## config.mk

```make
export PLATFORM = sky130hd
export DESIGN_NAME = ball_collision_tracker
export DESIGN_NICKNAME = d
export VERILOG_FILES = /design/src/rtl/ball_collision_tracker.sv
export SDC_FILE = /design/constraint.sdc
export NUM_CORES = 1
export LEC_CHECK = 0
export BUFFER_PORTS_ARGS = -buffer_cell sky130_fd_sc_hd__buf_2
export CELL_PAD_IN_SITES_DETAIL_PLACEMENT = 0
export CELL_PAD_IN_SITES_GLOBAL_PLACEMENT = 1
export CORE_MARGIN = 1.5
export CORE_UTILIZATION = 33
export CTS_BUF_LIST = sky130_fd_sc_hd__clkbuf_8
export DETAILED_ROUTE_END_ITERATION = 8
export GPL_TIMING_DRIVEN = 0
export HOLD_SLACK_MARGIN = 0.06
export MAX_ROUTING_LAYER = met4
export PLACE_DENSITY_LB_ADDON = 0.3
export SLEW_MARGIN = 20
export SYNTH_ARGS = -nofsm -noshare
export SYNTH_HDL_FRONTEND = slang
export SYNTH_SLANG_ARGS = --single-unit
```

## constraint.sdc

```tcl
create_clock -name clk -period 9.5 [get_ports clk]
set_input_delay 1.9 -clock clk [delete_from_list [all_inputs] [get_ports clk]]
set_output_delay 1.9 -clock clk [all_outputs]
set_load 0.05 [all_outputs]
```

## src/rtl/ball_collision_tracker.sv

```systemverilog
// Per-frame ball position capture with edge-bounce pulses, saturating bounce count and lost-ball flag.
// Optional per-frame velocity outputs dx/dy are built only when BALL_TRACK_VELOCITY_EN is defined.
module ball_collision_tracker #(
    parameter int unsigned LEFT_LIMIT   = 4,
    parameter int unsigned RIGHT_LIMIT  = 248,
    parameter int unsigned TOP_LIMIT    = 4,
    parameter int unsigned BOTTOM_LIMIT = 232,
    parameter int unsigned COOLDOWN     = 2,
    parameter int unsigned MISS_LIMIT   = 3
) (
    input  logic       clk,
    input  logic       ball_reset,
    input  logic       display_on,
    input  logic [8:0] hpos,
    input  logic [8:0] vpos,
    input  logic       vsync,
    input  logic       ball_gfx,
    output logic [8:0] ball_x,
    output logic [8:0] ball_y,
    output logic       pos_valid,
    output logic       hbounce,
    output logic       vbounce,
    output logic [7:0] bounce_count,
    output logic       lost,
    output logic [4:0] dx,
    output logic [4:0] dy
);

    localparam int unsigned POS_W   = 9;
    localparam int unsigned DELTA_W = 10;
    localparam int unsigned CNT_W   = 8;
    localparam int unsigned MISS_W  = 4;
    localparam int unsigned VEL_W   = 5;
    localparam int unsigned CD_W    = (COOLDOWN > 0) ? $clog2(COOLDOWN + 1) : 1;

    typedef enum logic [1:0] {
        WAIT_FRAME = 2'd0,
        SCAN       = 2'd1,
        REPORT     = 2'd2
    } state_t;

    state_t             state_q, state_d;
    logic               vsync_q;
    logic               vs_rise_c;
    logic               found;
    logic [POS_W-1:0]   cand_x, cand_y;
    logic               prev_valid;
    logic [MISS_W-1:0]  miss_cnt;
    logic [CD_W-1:0]    h_cd, v_cd;

    logic signed [DELTA_W-1:0] ddx_c, ddy_c;
    logic               h_toward_c, v_toward_c;
    logic               hb_c, vb_c;
    logic [CNT_W:0]     count_sum_c;
    logic [MISS_W-1:0]  miss_inc_c;

    assign vs_rise_c = vsync & ~vsync_q;

    // State register
    always_ff @(posedge clk or posedge ball_reset) begin
        if (ball_reset) state_q <= WAIT_FRAME;
        else            state_q <= state_d;
    end

    // Next-state logic; REPORT always lasts exactly one cycle
    always_comb begin
        state_d = state_q;
        case (state_q)
            WAIT_FRAME: if (vs_rise_c) state_d = SCAN;
            SCAN:       if (vs_rise_c) state_d = REPORT;
            REPORT:     state_d = SCAN;
            default:    state_d = WAIT_FRAME;
        endcase
    end

    // Frame-to-frame deltas and edge-approach decisions
    always_comb begin
        ddx_c = DELTA_W'({1'b0, cand_x}) - DELTA_W'({1'b0, ball_x});
        ddy_c = DELTA_W'({1'b0, cand_y}) - DELTA_W'({1'b0, ball_y});
        h_toward_c = (!ddx_c[DELTA_W-1] && (ddx_c != '0) && (cand_x >= POS_W'(RIGHT_LIMIT)))
                   || (ddx_c[DELTA_W-1] && (cand_x <= POS_W'(LEFT_LIMIT)));
        v_toward_c = (!ddy_c[DELTA_W-1] && (ddy_c != '0) && (cand_y >= POS_W'(BOTTOM_LIMIT)))
                   || (ddy_c[DELTA_W-1] && (cand_y <= POS_W'(TOP_LIMIT)));
        hb_c = found && prev_valid && (h_cd == '0) && h_toward_c;
        vb_c = found && prev_valid && (v_cd == '0) && v_toward_c;
        count_sum_c = (CNT_W+1)'(bounce_count) + (CNT_W+1)'(hb_c) + (CNT_W+1)'(vb_c);
        miss_inc_c  = (miss_cnt == '1) ? miss_cnt : miss_cnt + MISS_W'(1);
    end

    // Capture, report and bookkeeping registers
    always_ff @(posedge clk or posedge ball_reset) begin
        if (ball_reset) begin
            vsync_q      <= 1'b0;
            found        <= 1'b0;
            cand_x       <= '0;
            cand_y       <= '0;
            prev_valid   <= 1'b0;
            miss_cnt     <= '0;
            h_cd         <= '0;
            v_cd         <= '0;
            ball_x       <= '0;
            ball_y       <= '0;
            pos_valid    <= 1'b0;
            hbounce      <= 1'b0;
            vbounce      <= 1'b0;
            bounce_count <= '0;
            lost         <= 1'b0;
        end else begin
            vsync_q <= vsync;
            hbounce <= 1'b0;
            vbounce <= 1'b0;
            case (state_q)
                WAIT_FRAME: begin
                    if (vs_rise_c) found <= 1'b0;
                end
                SCAN: begin
                    if (display_on && ball_gfx && !found) begin
                        cand_x <= hpos;
                        cand_y <= vpos;
                        found  <= 1'b1;
                    end
                end
                REPORT: begin
                    found        <= 1'b0;
                    hbounce      <= hb_c;
                    vbounce      <= vb_c;
                    bounce_count <= count_sum_c[CNT_W] ? '1 : count_sum_c[CNT_W-1:0];
                    if (hb_c)              h_cd <= CD_W'(COOLDOWN);
                    else if (h_cd != '0)   h_cd <= h_cd - CD_W'(1);
                    if (vb_c)              v_cd <= CD_W'(COOLDOWN);
                    else if (v_cd != '0)   v_cd <= v_cd - CD_W'(1);
                    if (found) begin
                        ball_x     <= cand_x;
                        ball_y     <= cand_y;
                        pos_valid  <= 1'b1;
                        prev_valid <= 1'b1;
                        miss_cnt   <= '0;
                        lost       <= 1'b0;
                    end else begin
                        pos_valid  <= 1'b0;
                        prev_valid <= 1'b0;
                        miss_cnt   <= miss_inc_c;
                        if (miss_inc_c >= MISS_W'(MISS_LIMIT)) lost <= 1'b1;
                    end
                end
                default: ;
            endcase
        end
    end

`ifdef BALL_TRACK_VELOCITY_EN
    logic [VEL_W-1:0] dx_q, dy_q;

    function automatic logic [VEL_W-1:0] clamp_vel(input logic signed [DELTA_W-1:0] d);
        if (d < -10'sd16)      return 5'b10000;
        else if (d > 10'sd15)  return 5'b01111;
        else                   return d[VEL_W-1:0];
    endfunction

    // Velocity is only meaningful across two consecutive sightings
    always_ff @(posedge clk or posedge ball_reset) begin
        if (ball_reset) begin
            dx_q <= '0;
            dy_q <= '0;
        end else if (state_q == REPORT) begin
            if (found && prev_valid) begin
                dx_q <= clamp_vel(ddx_c);
                dy_q <= clamp_vel(ddy_c);
            end else begin
                dx_q <= '0;
                dy_q <= '0;
            end
        end
    end

    assign dx = dx_q;
    assign dy = dy_q;
`else
    assign dx = '0;
    assign dy = '0;
`endif

endmodule
```

-- After elaboration in Yosys (flattened, before gate mapping)
Cells that the tools add are included.
- bitwise operators: 2
- divide/modulo/power cells: 0
- add/sub/neg operators: 7
- $mul: 0
- equality and inequality tests: 6
- reduce and logical (&&, ||, !) cells: 36
- $lt $le $gt $ge: 5
- shifts and indexed selects: 0
- mux-type cells: 18
- operator list (cell ; number):
    $reduce_bool 10->1 ; 2
    $sub 9x9->10 ; 2
    $ge 9x8->1 const B ; 2
    $le 9x3->1 const B ; 2
    $logic_and 1x1->1 ; 13
    $mux 2 ; 6
    $reduce_and 2->1 ; 6
    $reduce_bool 2->1 ; 5
    $add 8x1->9 ; 1
    $add 9x1->9 ; 1
    $mux 4 ; 2
    $mux 8 ; 1
    $mux 1 ; 7
    $logic_not 2->1 ; 3
    $ne 2x2->1 const B ; 3
    $pmux 2 s3 ; 1
    $add 4x1->4 const B ; 1
    $eq 4x4->1 const B ; 1
    $ge 4x2->1 const B ; 1
    $sub 2x1->2 const B ; 2
    $logic_not 1->1 ; 3
    $pmux 1 s3 ; 1
    $reduce_and 3->1 ; 1
    $reduce_bool 3->1 ; 1
    other kinds (5) ; 6
- ROM bits: 0
- bits in latches: 0
- memory bits (writable): 0
- register bits after elaboration: 60
- memories kept: 0

-- Longest topological paths before layout
- depth in word-level cells: 9
- depth in mapped cells: 16
- mapped depth without buffers: 16

-- Worst setup path after synthesis
No wires, ideal clock.
- path type: register -> register
- start: register ball_x[0]
- end: register bounce_count[0]
- path buffers: 0
- setup time: 133 ps
- clock period less this slack: 3635 ps
- arrival time: 3502 ps
- setup slack: 5865 ps
- cell stages (with the launch flop): 16
- path through: dfrtp_1 > ha_1 > inv_1 > fa_1 > a211oi_1 > nor2_1 > xor2_1 > nor4_2 > nand3_1 > a32oi_1 > inv_1 > fa_1 > ha_1 > and3_1 > nand4_1 > nand3_1
- longest elaborated chain between the ends: 9
- ends and longest elaborated chain (element ; RTL line ; text):
    start, declared ; 18 ; output logic [8:0] ball_x,
    start signal, assigned ; 133 ; ball_x <= cand_x;
    $sub 9x9->10 * ; 78 ; ddx_c = DELTA_W'({1'b0, cand_x}) - DELTA_W'({1'b0, ball_x});
    $reduce_bool 10->1 or $logic_not 1->1 (tied branches) ; 80 ; h_toward_c = (!ddx_c[DELTA_W-1] && (ddx_c != '0) && (cand_x >= POS_W'(RIGHT_LIMIT)))
    $logic_and 1x1->1 (2 in series) ; 80 ;
    $logic_or 1x1->1 * ; 81 ; || (ddx_c[DELTA_W-1] && (cand_x <= POS_W'(LEFT_LIMIT)));
    $logic_and 1x1->1 * ; 84 ; hb_c = found && prev_valid && (h_cd == '0) && h_toward_c;
    $add 8x1->9 * ; 86 ; count_sum_c = (CNT_W+1)'(bounce_count) + (CNT_W+1)'(hb_c) + (CNT_W+1)'(vb_c);
    $add 9x1->9 * ; 86 ;
    $mux 8 * ; 127 ; bounce_count <= count_sum_c[CNT_W] ? '1 : count_sum_c[CNT_W-1:0];
    end signal, assigned ; 127 ;
    end, declared ; 23 ; output logic [7:0] bounce_count,
Mark *: on every way between the ends. The rest lies on a longest branch, timed or not.
A chain may end at the register's enable or synchronous reset.

-- Final worst setup path
- start: register cand_x[0]
- end: register bounce_count[0]
- longest elaborated chain between the ends: 9
- ends and longest elaborated chain (element ; RTL line ; text):
    start, declared ; 46 ; logic [POS_W-1:0] cand_x, cand_y;
    start signal, assigned ; 118 ; cand_x <= hpos;
    $sub 9x9->10 ; 78 ;
    $reduce_bool 10->1 or $logic_not 1->1 (tied branches) ; 80 ;
    $logic_and 1x1->1 (2 in series) ; 80 ;
    $logic_or 1x1->1 * ; 81 ;
    $logic_and 1x1->1 * ; 84 ;
    $add 8x1->9 * ; 86 ;
    $add 9x1->9 * ; 86 ;
    $mux 8 * ; 127 ;
Marks and branches as above.

==> impl_metrics.sql <==
INSERT INTO impl_metrics (metric_group, metric, value, unit) VALUES
('global_route', 'grt_busiest_layer', 'met2', ''),
('floorplan', 'initial_core_util', '0.339', ''),
('global_route', 'grt_use_total', '0.156', ''),
('drt', 'ant_nets', '0', ''),
('synthesis', 'post-synth-top-area-fraction', '0.409', ''),
('sta', 'worstMarginPinSlew', '0.763', 'ns'),
('sta', 'final_hold_viol_count', '0', ''),
('worst_setup_path', 'crit_path_start', 'cand_x[0]$_DFFE_PP0P_', ''),
('worst_setup_path', 'critPathCaptureType', 'flip-flop', ''),
('floorplan', 'core_ar', '10800', 'um^2'),
('cts', 'cts_resized', '0', ''),
('drt', 'drtIter0Drc', '93', ''),
('sta', 'post-route-min-period', '3.92', 'ns'),
('worst_setup_path', 'reg_to_reg_slack_setup', '5.58', 'ns'),
('worst_setup_path', 'timing.critical_path.to', 'bounce_count[0]$_DFFE_PP0P_', ''),
('global_route', 'grt_first_pass_wirelength', '13600', 'um'),
('global_route', 'grt_start_max_net_pins', '45', ''),
('sta', 'fin_worst_skew', '0.00496', 'ns'),
('power_and_ir_drop', 'pwr-share-clk', '0.126', ''),
('power_and_ir_drop', 'swShare', '0.495', ''),
('synthesis', 'post_synth_most_frequent_cells', '60 x dfrtp_1, 34 x mux2_2, 32 x inv_1', ''),
('synthesis', 'synth-async-reset-ratio', '1.00', ''),
('synthesis', 'predominant_post_synthesis_flop_cell', 'dfrtp_1', ''),
('sta', 'fmax', '0.255', 'GHz'),
('sta', 'finalCritPeriodShare', '0.413', ''),
('power_and_ir_drop', 'p_switching', '0.842', 'mW'),
('cts', 'cts_htree_levels', '3', ''),
('drt', 'routed-via-count', '2964', ''),
('placement', 'place.detailed.hpwl', '6200', 'um'),
('global_route', 'first_global_vias', '2840', ''),
('cells_and_area', 'regArea', '1500', 'um^2'),
('synthesis', 'post_synth.cell_area_avg', '9.79', 'um^2'),
('cts', 'clock_sink_count', '60', ''),
('synthesis', 'synth_edf_count', '0', ''),
('placement', 'placement.io_buffers', '52', ''),
('synthesis', 'post_synth_instance_area', '3670', 'um^2'),
('power_and_ir_drop', 'p_seq_frac', '0.266', ''),
('sta', 'slew_headroom', '0.491', ''),
('job', 'max_cap_violations', '0', ''),
('power_and_ir_drop', 'static-leakage-power', '2.12', 'nW'),
('synthesis', 'yosys_warnings', '0', ''),
('floorplan', 'die-height', '108', 'um'),
('drt', 'totalWireLength', '8180', 'um'),
('cells_and_area', 'multi_input_comb_area', '1970', 'um^2'),
('worst_setup_path', 'criticalPathCategory', 'flip-flop to flip-flop', ''),
('cells_and_area', 'fill_cells', '1092', ''),
('global_route', 'groute.layer.met3.usage', '0.0332', ''),
('drt', 'wl_per_cell', '13.8', 'um'),
('power_and_ir_drop', 'peakVddDrop', '0.176', 'mV'),
('global_route', 'grt_antenna_before_repair', '0', ''),
('cts', 'post_cts_hold_buffer_count', '0', ''),
('floorplan', 'fp.dieW', '108', 'um'),
('floorplan', 'num_rows', '38', ''),
('worst_setup_path', 'worst_r2r_endpoint', 'bounce_count[0]$_DFFE_PP0P_', ''),
('power_and_ir_drop', 'pwr_density_cell', '391', 'nW/um^2'),
('synthesis', 'post_synth_inst_count', '375', ''),
('cts', 'clkTransAtPathRegs', '0.06', 'ns'),
('worst_setup_path', 'worstSetupStartpointType', 'flip-flop', ''),
('worst_setup_path', 'r2r_cells', '16', ''),
('sta', 'rsz0062_at_grt', 'false', ''),
('power_and_ir_drop', 'comb_power_share', '0.608', ''),
('sta', 'setup_viol', '0', ''),
('global_route', 'met1_usage', '0.197', ''),
('floorplan', 'die-area', '11800', 'um^2'),
('drt', 'avgViaCountPerCell', '5.00', ''),
('placement', 'gp_congestion', '0.836', ''),
('floorplan', 'pin_count', '63', ''),
('worst_setup_path', 'timing.critical_path.required', '9.72', 'ns'),
('synthesis', 'post_synth_num_cell_types', '59', ''),
('worst_setup_path', 'critical_path.max_fanout', '5', ''),
('status', 'status', 'finished, final reports clean', '');
==> area by class of cell <==
class,count,area share
buffer,18,0.0253
clock buffer,12,0.0379
clock inverter,4,0.00374
inverter,34,0.0299
multi-input combinational,272,0.452
sequential,60,0.345
tap,140,0.0402
timing repair buffer,53,0.0661
==> worst min-delay path by stage <==
stage | startpoint | endpoint | slack [ns] | cells past startpoint
after detailed placement | vsync_q$_DFF_PP0_ | state_q[1]$_DFFE_PP0P_ | 0.42 | 1
after global routing | vsync_q$_DFF_PP0_ | state_q[1]$_DFFE_PP0P_ | 0.46 | 1
final | vsync_q$_DFF_PP0_ | state_q[1]$_DFFE_PP0P_ | 0.43 | 1
after global placement | vsync_q$_DFF_PP0_ | state_q[1]$_DFFE_PP0P_ | 0.41 | 1
after floorplan | vsync_q$_DFF_PP0_ | state_q[1]$_DFFE_PP0P_ | 0.41 | 1
after CTS | vsync_q$_DFF_PP0_ | state_q[1]$_DFFE_PP0P_ | 0.43 | 1
==> metal layers <==
layer  vias to the layer above  wire [um]
met5                         -          0
met4                         0        243
met3                        20        304
met2                        62       3760
met1                      1412       3880
li1                       1470          -
==> state kept, by name (all words and copies together), names as in the netlist, 4 cells and up <==
signal and count:
ball_y 9, ball_x 9, cand_x 9, bounce_count 8, miss_cnt 4, cand_y 9
==> layout by cell type (no fill, tap or decap), drive strengths merged, types with 2 or more instances in the layout <==
cell type / n
a211o: 2
a21boi: 3
a21o: 2
a21oi: 28
and3: 6
buf: 68
clkbuf: 15
conb: 10
dfrtp: 60
fa: 3
ha: 22
inv: 37
mux2: 34
mux2i: 4
nand2: 31
nand2b: 5
nand3: 12
nand4: 5
nor2: 20
nor2b: 3
nor3: 5
nor3b: 2
nor4: 4
nor4b: 2
nor4bb: 2
o2111ai: 2
o211ai: 4
o21a: 5
o21ai: 25
o311ai: 2
xnor2: 4
xor2: 6
==> cells by family after synthesis <==
| logic type | Yosys count | share of synthesized area |
|---|---|---|
| xor gates and xnor gates | 10 | 0.0238 |
| AOI/OAI and AO/OA | 85 | 0.147 |
| other | 1 | 0.00102 |
| buffers and inverters | 52 | 0.0647 |
| DFF | 60 | 0.409 |
| muxes | 38 | 0.115 |
| adders and majority gates | 25 | 0.0913 |
| and+or+nand+nor | 104 | 0.148 |
==> power groups by stage <==
stage	clock, mW	combinational [mW]	sequential [mW]
finish	0.214	1.04	0.453
global route	0.233	1.15	0.474
CTS	0.222	1.04	0.455
detailed placement	0	1.04	0.459
global placement	0	1.02	0.458
floorplan	0	0.684	0.584
==> through the flow <==
| step | instance area [um^2] | util | cells | hold slack [ns] | setup slack, ns |
|---|---|---|---|---|---|
| finish | 4350 | 0.402 | 593 | 0.433 | 5.58 |
| global route | 4350 | 0.402 | 593 | 0.457 | 5.28 |
| CTS | 4350 | 0.402 | 593 | 0.431 | 5.55 |
| detailed placement | 4170 | 0.385 | 577 | 0.423 | 5.56 |
| global placement | 4140 | 0.382 | 576 | 0.415 | 5.31 |
| floorplan | 3710 | - | 384 | 0.410 | 5.86 |
==> worst max-delay path: stages (launching register included) <==
cell and delay, ns:
dfrtp_1 0.37, inv_1 0.09, ha_1 0.16, inv_1 0.05, fa_1 0.41, a211oi_1 0.35
nor2_1 0.10, xor2_1 0.16, nor4_2 0.37, nand3_1 0.12, a32oi_1 0.35, inv_1 0.10
fa_1 0.42, ha_1 0.25, and3_1 0.20, nand4_1 0.20, nand3_1 0.10
Note: power is estimated with default switching activity, not from simulation.
